<file path="config.mk">
export PLATFORM = sky130hd
export DESIGN_NAME = cf_spi_slave
export DESIGN_NICKNAME = d
export VERILOG_FILES = /design/src/rtl/cf_spi_slave.sv
export SDC_FILE = /design/constraint.sdc
export NUM_CORES = 1
export LEC_CHECK = 0
export CAP_MARGIN = 20
export CORE_MARGIN = 5
export CORE_UTILIZATION = 55
export CTS_BUF_LIST = sky130_fd_sc_hd__clkbuf_8
export CTS_CLUSTER_SIZE = 30
export DETAILED_ROUTE_END_ITERATION = 10
export PLACE_DENSITY = 0.73
export RECOVER_POWER = 50
export REMOVE_ABC_BUFFERS = 1
export SYNTH_ARGS = -nofsm -noshare
export SYNTH_HDL_FRONTEND = slang
export SYNTH_SLANG_ARGS = --single-unit
</file>
<file path="constraint.sdc">
create_clock -name clk -period 5.5 [get_ports clk]
set_input_delay 0.55 -clock clk [delete_from_list [all_inputs] [get_ports clk]]
set_output_delay 0.55 -clock clk [all_outputs]
set_load 0.01 [all_outputs]
</file>
<file path="src/rtl/cf_spi_slave.sv">
// SPI responder: host bus oversampled in the clk domain, MSB-first shifting,
// with RX and TX byte FIFOs sharing the master's bus-side flag interface.
module cf_spi_slave #(
    parameter int         FAW  = 4,
    parameter logic [7:0] FILL = 8'hFF
) (
    input  logic           clk,
    input  logic           rst,
    input  logic           enable,
    input  logic           CPOL,
    input  logic           CPHA,
    input  logic           wr,
    input  logic [7:0]     datai,
    input  logic           rd,
    output logic [7:0]     datao,
    input  logic           rx_en,
    input  logic           rx_flush,
    input  logic [FAW-1:0] rx_threshold,
    output logic           rx_empty,
    output logic           rx_full,
    output logic [FAW:0]   rx_level,
    output logic           rx_level_above,
    input  logic           tx_flush,
    input  logic [FAW-1:0] tx_threshold,
    output logic           tx_empty,
    output logic           tx_full,
    output logic [FAW:0]   tx_level,
    output logic           tx_level_below,
    output logic           busy,
    output logic           done,
    output logic           rx_overrun,
    output logic           tx_underrun,
    input  logic           sclk,
    input  logic           csb,
    input  logic           mosi,
    output logic           miso,
    output logic           miso_oe
);
    localparam int           DEPTH    = 1 << FAW;
    localparam logic [FAW:0] FULL_LVL = (FAW + 1)'(DEPTH);

    typedef enum logic [0:0] {ST_IDLE = 1'b0, ST_SEL = 1'b1} state_t;
    state_t state_r, state_n;

    logic           sclk_s1_r, sclk_s2_r, sclk_d_r;
    logic           csb_s1_r, csb_s2_r, csb_d_r;
    logic           mosi_s1_r, mosi_s2_r;
    logic [1:0]     sync_ok_r;
    logic           armed_r;
    logic [2:0]     bit_cnt_r;
    logic [6:0]     rx_shift_r, tx_shift_r;
    logic           miso_r, miso_oe_r, done_r, rx_overrun_r, tx_underrun_r;

    logic [7:0]     rx_mem_r [DEPTH];
    logic [7:0]     tx_mem_r [DEPTH];
    logic [FAW-1:0] rx_wptr_r, rx_rptr_r, tx_wptr_r, tx_rptr_r;
    logic [FAW:0]   rx_level_r, tx_level_r;

    logic sclk_edge_s, lead_s, trail_s, sample_edge_s, shift_edge_s;
    logic csb_fall_s, csb_rise_s, enter_s, in_sel_s, sample_s, byte_done_s;
    logic load_s, shift_out_s, rx_push_s, rx_pop_s, tx_push_s, tx_pop_s;
    logic [7:0] rx_byte_s, load_byte_s;

    // Two-stage synchronizers plus one delay stage for edge detection
    always_ff @(posedge clk) begin
        if (rst) begin
            sclk_s1_r <= CPOL;
            sclk_s2_r <= CPOL;
            sclk_d_r  <= CPOL;
            csb_s1_r  <= 1'b1;
            csb_s2_r  <= 1'b1;
            csb_d_r   <= 1'b1;
            mosi_s1_r <= 1'b0;
            mosi_s2_r <= 1'b0;
            sync_ok_r <= 2'b00;
            armed_r   <= 1'b0;
        end else begin
            sclk_s1_r <= sclk;
            sclk_s2_r <= sclk_s1_r;
            sclk_d_r  <= sclk_s2_r;
            csb_s1_r  <= csb;
            csb_s2_r  <= csb_s1_r;
            csb_d_r   <= csb_s2_r;
            mosi_s1_r <= mosi;
            mosi_s2_r <= mosi_s1_r;
            sync_ok_r <= {sync_ok_r[0], 1'b1};
            // A select seen low straight out of reset must not arm; require the real pin high first
            if (sync_ok_r[1] && csb_s2_r) begin
                armed_r <= 1'b1;
            end
        end
    end

    assign sclk_edge_s   = sclk_s2_r ^ sclk_d_r;
    assign lead_s        = sclk_edge_s & (sclk_s2_r ^ CPOL);
    assign trail_s       = sclk_edge_s & ~(sclk_s2_r ^ CPOL);
    assign sample_edge_s = CPHA ? trail_s : lead_s;
    assign shift_edge_s  = CPHA ? lead_s : trail_s;
    assign csb_fall_s    = armed_r & csb_d_r & ~csb_s2_r;
    assign csb_rise_s    = ~csb_d_r & csb_s2_r;

    // Select state next-state logic
    always_comb begin
        state_n = state_r;
        case (state_r)
            ST_IDLE: begin
                if (enable && csb_fall_s) state_n = ST_SEL;
                else                      state_n = ST_IDLE;
            end
            ST_SEL: begin
                if (!enable || csb_rise_s) state_n = ST_IDLE;
                else                       state_n = ST_SEL;
            end
            default: state_n = ST_IDLE;
        endcase
    end

    assign enter_s     = (state_r == ST_IDLE) && (state_n == ST_SEL);
    assign in_sel_s    = (state_r == ST_SEL) && (state_n == ST_SEL);
    assign sample_s    = in_sel_s & sample_edge_s;
    assign byte_done_s = sample_s & (bit_cnt_r == 3'd7);
    // bit_cnt is 0 only at a byte boundary, so a shift edge there starts a new byte
    assign load_s      = (in_sel_s & shift_edge_s & (bit_cnt_r == 3'd0)) | (enter_s & ~CPHA);
    assign shift_out_s = in_sel_s & shift_edge_s & (bit_cnt_r != 3'd0);
    assign rx_byte_s   = {rx_shift_r, mosi_s2_r};
    assign load_byte_s = tx_empty ? FILL : tx_mem_r[tx_rptr_r];
    assign tx_pop_s    = load_s & ~tx_empty;
    assign tx_push_s   = wr & ~tx_full;
    assign rx_push_s   = byte_done_s & rx_en & ~rx_full;
    assign rx_pop_s    = rd & ~rx_empty;

    // Select state, bit counter, shift registers and event pulses
    always_ff @(posedge clk) begin
        if (rst) begin
            state_r       <= ST_IDLE;
            bit_cnt_r     <= 3'd0;
            rx_shift_r    <= 7'd0;
            tx_shift_r    <= 7'd0;
            miso_r        <= 1'b0;
            miso_oe_r     <= 1'b0;
            done_r        <= 1'b0;
            rx_overrun_r  <= 1'b0;
            tx_underrun_r <= 1'b0;
        end else begin
            state_r       <= state_n;
            done_r        <= byte_done_s;
            rx_overrun_r  <= byte_done_s & rx_en & rx_full;
            tx_underrun_r <= load_s & tx_empty;
            if (enter_s) begin
                miso_oe_r <= 1'b1;
                bit_cnt_r <= 3'd0;
            end else if (state_n == ST_IDLE) begin
                miso_oe_r <= 1'b0;
                bit_cnt_r <= 3'd0;
            end else if (sample_s) begin
                bit_cnt_r  <= bit_cnt_r + 3'd1;
                rx_shift_r <= rx_byte_s[6:0];
            end
            if (load_s) begin
                miso_r     <= load_byte_s[7];
                tx_shift_r <= load_byte_s[6:0];
            end else if (shift_out_s) begin
                miso_r     <= tx_shift_r[6];
                tx_shift_r <= {tx_shift_r[5:0], 1'b0};
            end
        end
    end

    // RX FIFO pointers and occupancy; flush wins over push/pop
    always_ff @(posedge clk) begin
        if (rst || rx_flush) begin
            rx_wptr_r  <= {FAW{1'b0}};
            rx_rptr_r  <= {FAW{1'b0}};
            rx_level_r <= {(FAW + 1){1'b0}};
        end else begin
            if (rx_push_s) rx_wptr_r <= rx_wptr_r + FAW'(1);
            if (rx_pop_s)  rx_rptr_r <= rx_rptr_r + FAW'(1);
            case ({rx_push_s, rx_pop_s})
                2'b10:   rx_level_r <= rx_level_r + (FAW + 1)'(1);
                2'b01:   rx_level_r <= rx_level_r - (FAW + 1)'(1);
                default: rx_level_r <= rx_level_r;
            endcase
        end
    end

    // RX FIFO storage
    always_ff @(posedge clk) begin
        if (!rst && !rx_flush && rx_push_s) rx_mem_r[rx_wptr_r] <= rx_byte_s;
    end

    // TX FIFO pointers and occupancy; flush wins over push/pop
    always_ff @(posedge clk) begin
        if (rst || tx_flush) begin
            tx_wptr_r  <= {FAW{1'b0}};
            tx_rptr_r  <= {FAW{1'b0}};
            tx_level_r <= {(FAW + 1){1'b0}};
        end else begin
            if (tx_push_s) tx_wptr_r <= tx_wptr_r + FAW'(1);
            if (tx_pop_s)  tx_rptr_r <= tx_rptr_r + FAW'(1);
            case ({tx_push_s, tx_pop_s})
                2'b10:   tx_level_r <= tx_level_r + (FAW + 1)'(1);
                2'b01:   tx_level_r <= tx_level_r - (FAW + 1)'(1);
                default: tx_level_r <= tx_level_r;
            endcase
        end
    end

    // TX FIFO storage
    always_ff @(posedge clk) begin
        if (!rst && !tx_flush && tx_push_s) tx_mem_r[tx_wptr_r] <= datai;
    end

    assign datao          = rx_mem_r[rx_rptr_r];
    assign rx_level       = rx_level_r;
    assign rx_empty       = (rx_level_r == {(FAW + 1){1'b0}});
    assign rx_full        = (rx_level_r == FULL_LVL);
    assign rx_level_above = (rx_level_r > {1'b0, rx_threshold});
    assign tx_level       = tx_level_r;
    assign tx_empty       = (tx_level_r == {(FAW + 1){1'b0}});
    assign tx_full        = (tx_level_r == FULL_LVL);
    assign tx_level_below = (tx_level_r < {1'b0, tx_threshold});
    assign busy           = (state_r == ST_SEL);
    assign done           = done_r;
    assign rx_overrun     = rx_overrun_r;
    assign tx_underrun    = tx_underrun_r;
    assign miso           = miso_r;
    assign miso_oe        = miso_oe_r;
endmodule

</file>
==> key figures <==
Run status
  – Status: finished, violations left
  – Failing checks: max-capacitance violations, max-slew violations

Drt
  – Top sig layer: met4
  – Metal3 WL: between 1000 and 1500 um
  – Number of routed nets with antenna violations: 0
  – Met1 wire length: 10100 um
  – DRT iter0 DRCs: 650
  – Drt total wl: 24900 um
  – Vias per cell: 5.71
  – Drt pass-1 iters: 4
  – Met2 WL: 12800 um
  – Drt wl/cell: 20.7 um
  – Via count: slightly below 7000
  – Post-route DRC: 0

Clock tree
  – Clk pin slew, worst setup/hold paths: 0.06 ns
  – Skew-Pair Late Insertion Delay: around 0.56 ns
  – Total CTS buffers: 50
  – Hold_buf cts: 0
  – Setup Fix Bufs, Post-CTS: 0
  – Clock sink count: 324
  – Post-CTS sizing: 0
  – Bufs on Longest Clock Path: 3
  – Cell chosen for the clock root: clkbuf_8
  – CTS tree: done
  – H-tree levels: 2

Finish
  – Util after Layout: 0.634
  – Fillers: ~1600
  – Antenna fix cells: 0
  – Final net count: 900
  – Layout cell share with drive strength beyond 1: 0.186
  – Final Instance Area: 14800 um2
  – Sequential Area: around 9100 um2
  – Area Growth Syn to Fin: 14.1%
  – Multi-input gate area: 3650 um2

Timing
  – Fmax: between 200 and 300 MHz
  – Final TNS setup: 0 ns
  – Final setup margin: 1.78 ns
  – Worst hold margin: 0.411 ns
  – Worst-Margin Slew: 1.70 ns
  – Max Clock Skew: about 0.028 ns
  – Final setup viols: 0
  – RSZ-0062 raised after global routing: false
  – Final Slew Violations: 40
  – Final worst path period need: 3.72 ns
  – Final Cycle Share: 0.676
  – Final hold violation count: 0
  – Slew HR: -0.131

GRT
  – Vias in the first global route: just over 7000
  – Gr usage total: 0.193
  – First-pass GRT wire length: 39800 um
  – Largest net degree at the start of global routing: 40
  – Grt ovf: 0
  – Initial antenna violation count: 0

Floorplan
  – # IOs: 59
  – Die height: 163 um
  – Die extent in x: 163 um
  – Core area: ~23000 um2
  – Die area: 26700 um2
  – Row count: 56
  – Initial Util: 0.555

Synthesis
  – Async SR Flop Fraction: 0
  – Post-synth EDFFs: 256
  – Sequential fraction of the synthesis area: 0.698
  – Avg Inst Size Synth: 17.1 um2
  – Post-synthesis cell type count: 53
  – Cells after Synth: ~760
  – Yosys warnings: 0
  – Post-synthesis register bit count: between 300 and 400
  – Most used DFF post-synth: edfxtp_1
  – Synth Cell Area: 13000 um2

Run
  – Max Cap Viol: 1

Placement
  – GPL Wtd Cong: approximately 0.85
  – Hpwl dp: between 15000 and 20000 um
  – DP Area: 13800 um2
  – PortBufs: 58
  – Place WS: 1.50 ns

Pwr
  – Maximum VDD drop: 0.000215 V
  – Pwr/cell area: 308 nW/um2
  – Leakage power figure: 4.93 nW

Setup path
  – Kind of critical path: reg2out
  – Crit path DAT: 3.17 ns
  – Crit. End Element: output port
  – Crit-path max FO: 23
  – Required time of the critical path: between 4 and 5 ns
  – Setup crit start kind: flop

Min path
  – Worst hold path type: reg2reg
## synthesized netlist by cell type (all sizes together), types with 2 or more instances
cell type / n / share of area
mux2i: 18 / 0.014
ha: 28 / 0.027
and3: 9 / 0.0051
mux4: 72 / 0.13
dfxtp: 68 / 0.11
clkbuf: 19 / 0.0055
nand2: 17 / 0.0049
nor2b: 9 / 0.0043
xnor2: 8 / 0.0054
and2: 4 / 0.0019
edfxtp: 256 / 0.59
nor2: 73 / 0.021
nor3: 18 / 0.0070
or3: 3 / 0.0014
or4: 4 / 0.0026
nand2b: 8 / 0.0039
nor3b: 2 / 0.0012
a21o: 5 / 0.0029
mux2: 2 / 0.0017
a221oi: 3 / 0.0020
nand4: 4 / 0.0019
xor2: 9 / 0.0061
buf: 19 / 0.0076
a22oi: 12 / 0.0070
a2111oi: 5 / 0.0046
a211oi: 2 / 0.0012
a31o: 2 / 0.0014
a21boi: 2 / 0.0012
a21oi: 17 / 0.0066
inv: 24 / 0.0070
o21ai: 8 / 0.0031
nor4: 4 / 0.0019
fa: 2 / 0.0031
nand3: 6 / 0.0023
or2: 5 / 0.0024
## final timing paths
kind | startpoint | endpoint | slack, ns | depth (start not counted)
max | flop | datao[0] | 1.78 | 4
min | csb_s1_r | csb_s2_r | 0.41 | 1
max reg2reg | bit_cnt_r[0] | tx_level[4] | 2.10 | 12
min reg2reg | csb_s1_r | csb_s2_r | 0.41 | 1
## per-layer routing
metal  up-vias  GRT usage
met2       203      0.336
met4         0     0.0568
li1       3126          -
met3        47     0.0348
met5         -          0
met1      3478      0.250
## cells by family (layout without fill, tap and decap cells)
family                   count (synthesis)  count (layout)  share of synthesized area
AO/OA/AOI/OAI                           64              64                     0.0355
AND/OR/NAND/NOR                        168             168                     0.0636
multiplexers                            92              92                      0.141
XOR/XNOR                                17              17                     0.0115
adder cells (fa/ha/maj)                 30              30                     0.0301
flip-flops                             324             324                      0.698
buffers and inverters                   62             187                     0.0201
## report_power, final
group          internal (mW)  switching [mW]
Clock                  0.943           0.883
Combinational         0.0366          0.0479
Sequential              2.63         0.00649
Total                   3.61           0.938
## metrics by stage
step / cells / total power, mW
after CTS: 1197 / 4.59
after detailed placement: 1104 / 2.78
after global routing: 1201 / 4.73
after floorplan: 719 / 2.72
after global placement: 1102 / 2.77
final: 1201 / 4.55
## cell usage in the layout, fill, tap and decap left out, types with 8 or more instances in the layout
master,n
clkdlybuf4s50_1,35
dlygate4sd3_1,23
xnor2_1,8
clkinv_1,10
clkbuf_8,53
edfxtp_1,256
nand2_1,17
a21oi_1,17
dfxtp_1,65
nor2_1,72
ha_1,28
a22oi_1,12
mux2i_1,18
nand2b_1,8
inv_1,44
o21ai_0,8
xor2_1,9
nor3_1,18
nor2b_1,9
mux4_2,72
## cell type report
class,instances,area share
multi-input cells,371,0.247
well taps,319,0.0270
inverters,24,0.00609
repair buffers,70,0.0453
clock buffers,53,0.0493
clock inverters,40,0.0134
flip-flops and latches,324,0.612
## state kept, by name, indices dropped and copies added, names as in the netlist, 2 cells and up, named ones only
signal / flops
rx_mem_r: 128
sync_ok_r: 2
rx_shift_r: 7
tx_level: 5
tx_wptr_r: 4
rx_wptr_r: 4
rx_level: 5
tx_mem_r: 128
rx_rptr_r: 4
bit_cnt_r: 3
tx_shift_r: 7
tx_rptr_r: 4
## critical path, cell delays in order (launching register included)
cell             delay (ns)
dfxtp_2                0.56
buf_4                  0.49
mux4_2                 0.61
mux4_2                 0.47
clkdlybuf4s50_1        0.49
(Power assumes the default switching activity.)
